--- config.mk ---
export PLATFORM = sky130hd
export DESIGN_NAME = inst_fetch
export DESIGN_NICKNAME = d
export VERILOG_FILES = /design/src/rtl/inst_fetch.sv
export SDC_FILE = /design/constraint.sdc
export NUM_CORES = 1
export LEC_CHECK = 0
export CORE_MARGIN = 5
export CORE_UTILIZATION = 39
export DETAILED_ROUTE_END_ITERATION = 10
export PLACE_DENSITY = 0.65
export SKIP_LAST_GASP = 1
export SYNTH_ARGS = -nofsm -noshare
export SYNTH_HDL_FRONTEND = slang
export SYNTH_SLANG_ARGS = --single-unit
export TNS_END_PERCENT = 5
--- constraint.sdc ---
create_clock -name clk -period 5.1 [get_ports clk]
set_input_delay 0.51 -clock clk [delete_from_list [all_inputs] [get_ports clk]]
set_output_delay 0.51 -clock clk [all_outputs]
set_load 0.02 [all_outputs]
--- src/rtl/inst_fetch.sv ---
// Instruction fetch: drives the PC onto the instruction memory and buffers {pc, inst, fault} for decode.
// Latency: an entry is visible one cycle after its pc is presented; a redirect shows its first entry two cycles later.
// Backpressure: the buffer absorbs BUF_DEPTH entries, then the pc stalls; a pop frees a slot in the same cycle.

module fetch_fifo #(
    parameter int WIDTH = 8,
    parameter int DEPTH = 2
) (
    input  logic             clk,
    input  logic             rst_n,
    input  logic             flush,
    input  logic             push,
    input  logic [WIDTH-1:0] push_dat,
    input  logic             pop,
    output logic             head_vld,
    output logic [WIDTH-1:0] head_dat,
    output logic             full
);
    localparam int PTR_W = (DEPTH > 1) ? $clog2(DEPTH) : 1;
    localparam int CNT_W = $clog2(DEPTH + 1);

    logic [WIDTH-1:0] mem [DEPTH];
    logic [PTR_W-1:0] wr_ptr;
    logic [PTR_W-1:0] rd_ptr;
    logic [CNT_W-1:0] count;

    // Storage, pointers and occupancy; flush empties the buffer but leaves storage contents alone.
    always_ff @(posedge clk or negedge rst_n) begin
        if (!rst_n) begin
            for (int i = 0; i < DEPTH; i++) begin
                mem[i] <= '0;
            end
            wr_ptr <= '0;
            rd_ptr <= '0;
            count  <= '0;
        end else if (flush) begin
            wr_ptr <= '0;
            rd_ptr <= '0;
            count  <= '0;
        end else begin
            if (push) begin
                mem[wr_ptr] <= push_dat;
                wr_ptr      <= wr_ptr + PTR_W'(1);
            end
            if (pop) begin
                rd_ptr <= rd_ptr + PTR_W'(1);
            end
            case ({push, pop})
                2'b10:   count <= count + CNT_W'(1);
                2'b01:   count <= count - CNT_W'(1);
                default: count <= count;
            endcase
        end
    end

    assign head_vld = (count != '0);
    assign full     = (count == CNT_W'(DEPTH));
    assign head_dat = mem[rd_ptr];
endmodule

module inst_fetch #(
    parameter int                    ADDR_WIDTH = 32,
    parameter int                    DATA_WIDTH = 32,
    parameter logic [ADDR_WIDTH-1:0] RESET_PC   = '0,
    parameter int                    BUF_DEPTH  = 2
) (
    input  logic                  clk,
    input  logic                  rst_n,
    output logic [ADDR_WIDTH-1:0] mem_addr,
    input  logic [DATA_WIDTH-1:0] mem_inst,
    input  logic                  redirect_valid,
    input  logic [ADDR_WIDTH-1:0] redirect_pc,
    output logic                  out_valid,
    input  logic                  out_ready,
    output logic [ADDR_WIDTH-1:0] out_pc,
    output logic [DATA_WIDTH-1:0] out_inst,
    output logic                  out_fault
);
    typedef struct packed {
        logic [ADDR_WIDTH-1:0] pc;
        logic [DATA_WIDTH-1:0] inst;
        logic                  fault;
    } fetch_ent_t;

    localparam int ENT_W = $bits(fetch_ent_t);

    logic [ADDR_WIDTH-1:0] pc;
    logic                  halted;
    logic                  misaligned;
    logic                  pop;
    logic                  push;
    logic                  full;
    logic                  head_vld;
    fetch_ent_t            wr_ent;
    fetch_ent_t            head_ent;
    logic [ENT_W-1:0]      head_bits;

    assign mem_addr   = pc;
    assign misaligned = (pc[1:0] != 2'b00);
    assign pop        = head_vld & out_ready;
    // Pop-while-full frees the slot being written, so push looks at out_ready combinationally.
    assign push       = !redirect_valid & !halted & (!full | pop);

    // Misaligned fetches are buffered as a fault entry with the instruction zeroed.
    always_comb begin
        wr_ent.pc    = pc;
        wr_ent.inst  = mem_inst;
        wr_ent.fault = 1'b0;
        if (misaligned) begin
            wr_ent.inst  = '0;
            wr_ent.fault = 1'b1;
        end
    end

    fetch_fifo #(
        .WIDTH (ENT_W),
        .DEPTH (BUF_DEPTH)
    ) u_buf (
        .clk      (clk),
        .rst_n    (rst_n),
        .flush    (redirect_valid),
        .push     (push),
        .push_dat (wr_ent),
        .pop      (pop),
        .head_vld (head_vld),
        .head_dat (head_bits),
        .full     (full)
    );

    assign head_ent  = fetch_ent_t'(head_bits);
    assign out_valid = head_vld;
    assign out_pc    = head_ent.pc;
    assign out_inst  = head_ent.inst;
    assign out_fault = head_ent.fault;

    // PC advance and halt-on-fault; a redirect overrides everything and clears the halt.
    always_ff @(posedge clk or negedge rst_n) begin
        if (!rst_n) begin
            pc     <= RESET_PC;
            halted <= 1'b0;
        end else if (redirect_valid) begin
            pc     <= redirect_pc;
            halted <= 1'b0;
        end else if (push) begin
            if (misaligned) begin
                halted <= 1'b1;
            end else begin
                pc <= pc + ADDR_WIDTH'(4);
            end
        end
    end
endmodule

==> results of run 1 <==
kinds of logic after synthesis:
group / synth area share (%)
AOI/OAI and AO/OA: 8.682
muxes: 18.05
adders and majority gates: 0.1534
DFF: 51.23
xor gates and xnor gates: 0.8589
and+or+nand+nor: 13.61
buffers and inverters: 7.409
metal layers:
layer | GRT usage, % | vias up
met2 | 25.42 | 157
met5 | 0 | -
met4 | 4.794 | 2
met1 | 23.14 | 2855
met3 | 4.924 | 28
li1 | - | 2895
registers in the layout, summed over array words and instances, names as in the netlist:
signal        cells
u_buf.wr_ptr      1
u_buf.rd_ptr      1
mem_addr         32
halted            1
u_buf.mem       130
u_buf.count       2
final timing paths:
path                               start       endpoint  slack (ps)
max in group asynchronous          rst_n   u_buf.rd_ptr        3780
hold reg to reg            u_buf.mem[67]  u_buf.mem[67]         480
setup / recovery            u_buf.rd_ptr   out_inst[15]        2220
hold / removal                     rst_n  u_buf.mem[21]         140
setup reg to reg             mem_addr[1]   mem_addr[21]        2640
min in group clk           u_buf.mem[67]  u_buf.mem[67]         480
Yosys cell counts (6+ instances only):
cell type    n
mux2_2     129
o21ai_0     82
and3_1       7
buf_4       34
dfrtp_1    167
nor2_1      26
o31ai_1     14
a31oi_1     20
clkbuf_1    29
inv_1       34
nand3_1     40
or3_1        6
or4_1       16
nand4_1      9
buf_2       14
nand2_1     94
critical path: cells and delay by family, from the launching register on:
kind	cells	cell delay [ps]
buffers and inverters	2	1050
flip-flops	1	500
multiplexers	1	400
per-stage QoR:
step	instance area (um^2)	std cells	hold slack, ps
after floorplan	8157	769	214.4
after global placement	9768	1136	457.7
after detailed placement	9768	1136	466.4
after CTS	10360	1168	197.2
after global routing	10360	1168	216.5
final	10360	1169	140.3
where the power goes:
group,switching [W],internal [W],total [W]
sequential,0.000188,0.00163,0.00182
combinational,0.000570,0.000647,0.00122
clock,0.000555,0.000739,0.00129
final cells by class:
class	instances	area share, %
Tap cell	275	3.321
Inverter	35	1.268
Multi-Input combinational cell	484	32.67
Sequential cell	167	40.35
Antenna cell	1	0.02415
Clock buffer	18	4.239
Timing Repair Buffer	175	16.68
Clock inverter	14	1.449
==> results.toml, run 1 <==
[synth]
synth.avg_cell_area_um2 = 10.61
seq_area_frac_synth_pct = 51.23
synth.distinct_cells = 38
synthesis.area_um2 = 8157
synth_edf_count = 0
syn_nets = 838
synth_flop_cell = "dfrtp_1"
netlist_instances = 769
synth.area.top_cells = "dfrtp_1 51%, mux2_2 18%, o21ai_0 5.0%"
ys_ff_latch = 167
yosysWarnings = 0
postSynth.asyncResetShare_pct = 100.0
yosysTopAreaCellShare_pct = 51.23
synth_area_leader_cell = "dfrtp_1"

[critical_path]
cp_data_required_time_ps = 4590
max_stage_delay_ps = 580
crit_type = "reg -> out"
critPathLaunchType = "register"
worstSetupEndpointType = "primary output"
reg2regPathDepth = 4
cp_max_fo = 33
arrival_ps = 2370
critical_path.cell_chain = "buf_4, mux2_2, clkdlybuf4s50_1"
critPathSlowestCell = "clkdlybuf4s50_1"

[run]
drv_cap = 0

[grt]
grt_max_degree = 98
grt_pass1_wl_um = 32270
grtUsageTotal_pct = 16.66
grt-ovfl-total = 0
antenna_found_initial = 1
first_global_vias = 6006

[timing]
slew_viol_final = 0
fin_crit_sh_pct = 56.38
fin_skew_ps = 7.304
rsz0062_at_grt = "false"
setup_viol = 0
worst_slack_ps = 2224
hold_viol_final = 0
slew_headroom_pct = 38.48
fmax_mhz = 347.8
setup-tns-final_ps = 0
finalCriticalPeriod_ps = 2876
max_slew.worst_pin.slew_ps = 922.8

[clocking]
cts_resized = 0
holdBufCountCts = 0
cts_sinks = 167
cts_tree = "done"
cts-root-buf = "clkbuf_16"
cts_buffers = 17
post-cts-setup-buffer-count = 0
cts.reportedPaths.clkPinSlew_ps = 70
htreeDepth = 4
cts_max_path_buffers = 2
clock_latency_ps = 420

[floorplanning]
rows = 53
start_util_pct = 39.17
core-area_um2 = 20820
dieWidth_um = 154.6
die_h_um = 154.6
ios = 166
die-area_um2 = 23910

[drt]
highest_layer = "met5"
first_iter_violations = 281
ant_nets = 0
drt-wirelength-per-cell_um = 16.71
via_per_inst = 5.079
met3_length_um = 1148
dr_total_vias = 5937
wl_um = 19530
wl_met1_um = 9218
dr.pass1.iters = 4
drcViolationCount = 0
wl_met2_um = 8841

[power_and_ir_drop]
p_per_area_nw_per_um2 = 417.6
ir_drop_uv = 263.4
cellLeakagePower_nw = 4.185
p_total_w = 0.004327

[final_layout]
layout_commonest_cell = "dfrtp_1"
fin_util_pct = 49.75
register_area_um2 = 4180
areaGrowthSynthToFinish_pct = 27.01
final_cell_mix = "166 x dfrtp_1, 164 x clkdlybuf4s50_1, 129 x mux2_2"
multi_input_area_um2 = 3385
drive_gt1_share_pct = 20.72
nets = 949
fillers = 1921

[placement]
numPortBuffers = 165
gp_congestion = 0.8068
dp_hpwl_um = 13010
dp_slack_ps = 2030

[worst_hold_path]
min_path_type = "in -> async"

[status]
status = "finished clean"
(Power assumes the default switching activity.)
==> inputs of run 2 (changes only) <==
==> constraint.sdc (replaced) <==
create_clock -name clk -period 2.8 [get_ports clk]
set_input_delay 0.28 -clock clk [delete_from_list [all_inputs] [get_ports clk]]
set_output_delay 0.28 -clock clk [all_outputs]
set_load 0.02 [all_outputs]
==> run 2 against run 1 <==
Effect of this change: utilization rose by 0.65 points; first-iteration DRC count rose by 1.4%; worst hold slack improved by 240 ps; register-to-register slack got worse by 2000 ps; clock power rose by 84%; critical endpoint is now out_pc[10]; flip-flop and latch count did not move; setup slack got worse by 1900 ps; clock skew rose by 3.7 ps; via count rose by 0.83%; design area rose by 1.3%.
==> results.toml, run 2 (synthesized netlist as in run 1, its figures left out) <==
[status]
status = "finished clean"

[grt]
antenna_found_initial = 1
grtUsageTotal_pct = 16.61
first_global_vias = 6073
grt-ovfl-total = 0
grt_max_degree = 73
grt_pass1_wl_um = 32010

[floorplanning]
ios = 166
die-area_um2 = 23910
dieWidth_um = 154.6
start_util_pct = 39.17
core-area_um2 = 20820
die_h_um = 154.6
rows = 53

[timing]
fin_skew_ps = 10.96
max_slew.worst_pin.slew_ps = 618.7
slew_headroom_pct = 58.75
fmax_mhz = 405.6
slew_viol_final = 0
whs_ps = 384.8
setup_viol = 0
hold_viol_final = 0
rsz0062_at_grt = "false"
fin_crit_sh_pct = 88.06
finalCriticalPeriod_ps = 2466
setup-tns-final_ps = 0

[clocking]
clock_latency_ps = 430
cts-root-buf = "clkbuf_16"
cts_max_path_buffers = 2
cts_resized = 0
htreeDepth = 4
cts_buffers = 17
post-cts-setup-buffer-count = 0
holdBufCountCts = 1
cts.reportedPaths.clkPinSlew_ps = 70
cts_sinks = 167
cts_tree = "done"

[critical_path]
crit_type = "reg -> out"
crit_buf_inv = 2
cp_data_required_time_ps = 2520
worstSetupEndpointType = "primary output"
critPathSlowestCell = "clkdlybuf4s50_1"
regToRegSetupSlack_ps = 660
critical_path.cell_chain = "buf_4, mux2_2, clkdlybuf4s50_1"
critPathLaunchType = "register"
max_stage_delay_ps = 560
cp_max_fo = 29
cp_top_family = "buffers and inverters"
arrival_ps = 2190

[final_layout]
finalNonFillerCells = 1173
drive_gt1_share_pct = 21.05
num_antenna_cells = 0
layout_commonest_cell = "dfrtp_1"
final_cell_mix = "166 x dfrtp_1, 164 x clkdlybuf4s50_1, 129 x mux2_2"
fin_util_pct = 50.40
nets = 954
fin_area_um2 = 10500
top_register = "u_buf.mem"
largest_reg_flops = 130
areaGrowthSynthToFinish_pct = 28.67

[placement]
dpl_cell_area_um2 = 9886
numPortBuffers = 165
gp_congestion = 0.7681
dp.cells = 1140
dp_hpwl_um = 13140

[drt]
first_iter_violations = 285
dr.pass1.iters = 4
ant_nets = 0
drt-wirelength-per-cell_um = 16.51
drcViolationCount = 0
dr_total_vias = 5986
via_per_inst = 5.103
wl_um = 19370

[power_and_ir_drop]
p_per_area_nw_per_um2 = 756.4
power_frac_seq_pct = 41.6
internal_power_w = 0.005452
switching_share_pct = 31.33
pwr-share-comb_pct = 28.4
ir_drop_uv = 437.7
net-switching-power_w = 0.002487
pwr-share-clk_pct = 30.0
cellLeakagePower_nw = 4.249

[worst_hold_path]
min_path_type = "in -> async"

[run]
drv_cap = 0
[run 2: routing by layer]
layer	global-route usage (%)	wire length, um	vias up
li1	-	-	2895
met1	22.58	8995	2931
met2	26.10	8924	144
met3	5.400	1301	14
met5	0	18	-
met4	3.659	130	2
[run 2: worst register-to-register path, delay by kind of cell, from the launching register on]
family           cells  cell delay (ps)
AO/OA/AOI/OAI        1              190
flip-flops           1              520
AND/OR/NAND/NOR      3             1350
[run 2: through the flow]
| stage | total power (W) | setup slack (ps) |
|---|---|---|
| 2_1_floorplan | 0.004653 | 1036 |
| 3_3_place_gp | 0.005579 | 463.0 |
| 3_5_place_dp | 0.005616 | 458.6 |
| 4_1_cts | 0.008040 | 300.5 |
| 5_1_grt | 0.008367 | 251.9 |
| 6_report | 0.007939 | 334.2 |
[run 2: final timing paths]
kind	from	to	depth (start not counted)
worst min-delay path	rst_n	u_buf.mem[22]	2
worst max-delay path	u_buf.rd_ptr	out_pc[10]	3
min in group clk	redirect_pc[15]	mem_addr[15]	3
worst min register to register	u_buf.mem[83]	u_buf.mem[83]	2
worst max register to register	mem_addr[1]	mem_addr[18]	4
max in group asynchronous	rst_n	mem_addr[18]	3
[run 2: area by class of cell]
class                           instances  area [um^2]
Clock inverter                         15        173.9
Clock buffer                           17        425.4
Fill cell                            1940        10330
Tap cell                              275        344.1
Inverter                               35        131.4
Sequential cell                       167         4180
Multi-Input combinational cell        484         3385
Timing Repair Buffer                  180         1856
[run 2: power by group through the flow]
stage | registers [W] | logic, W | clock network [W]
6_report | 0.00330 | 0.00226 | 0.00238
5_1_grt | 0.00337 | 0.00245 | 0.00254
4_1_cts | 0.00330 | 0.00229 | 0.00245
3_5_place_dp | 0.00334 | 0.00227 | 0
3_3_place_gp | 0.00333 | 0.00225 | 0
2_1_floorplan | 0.00323 | 0.00143 | 0
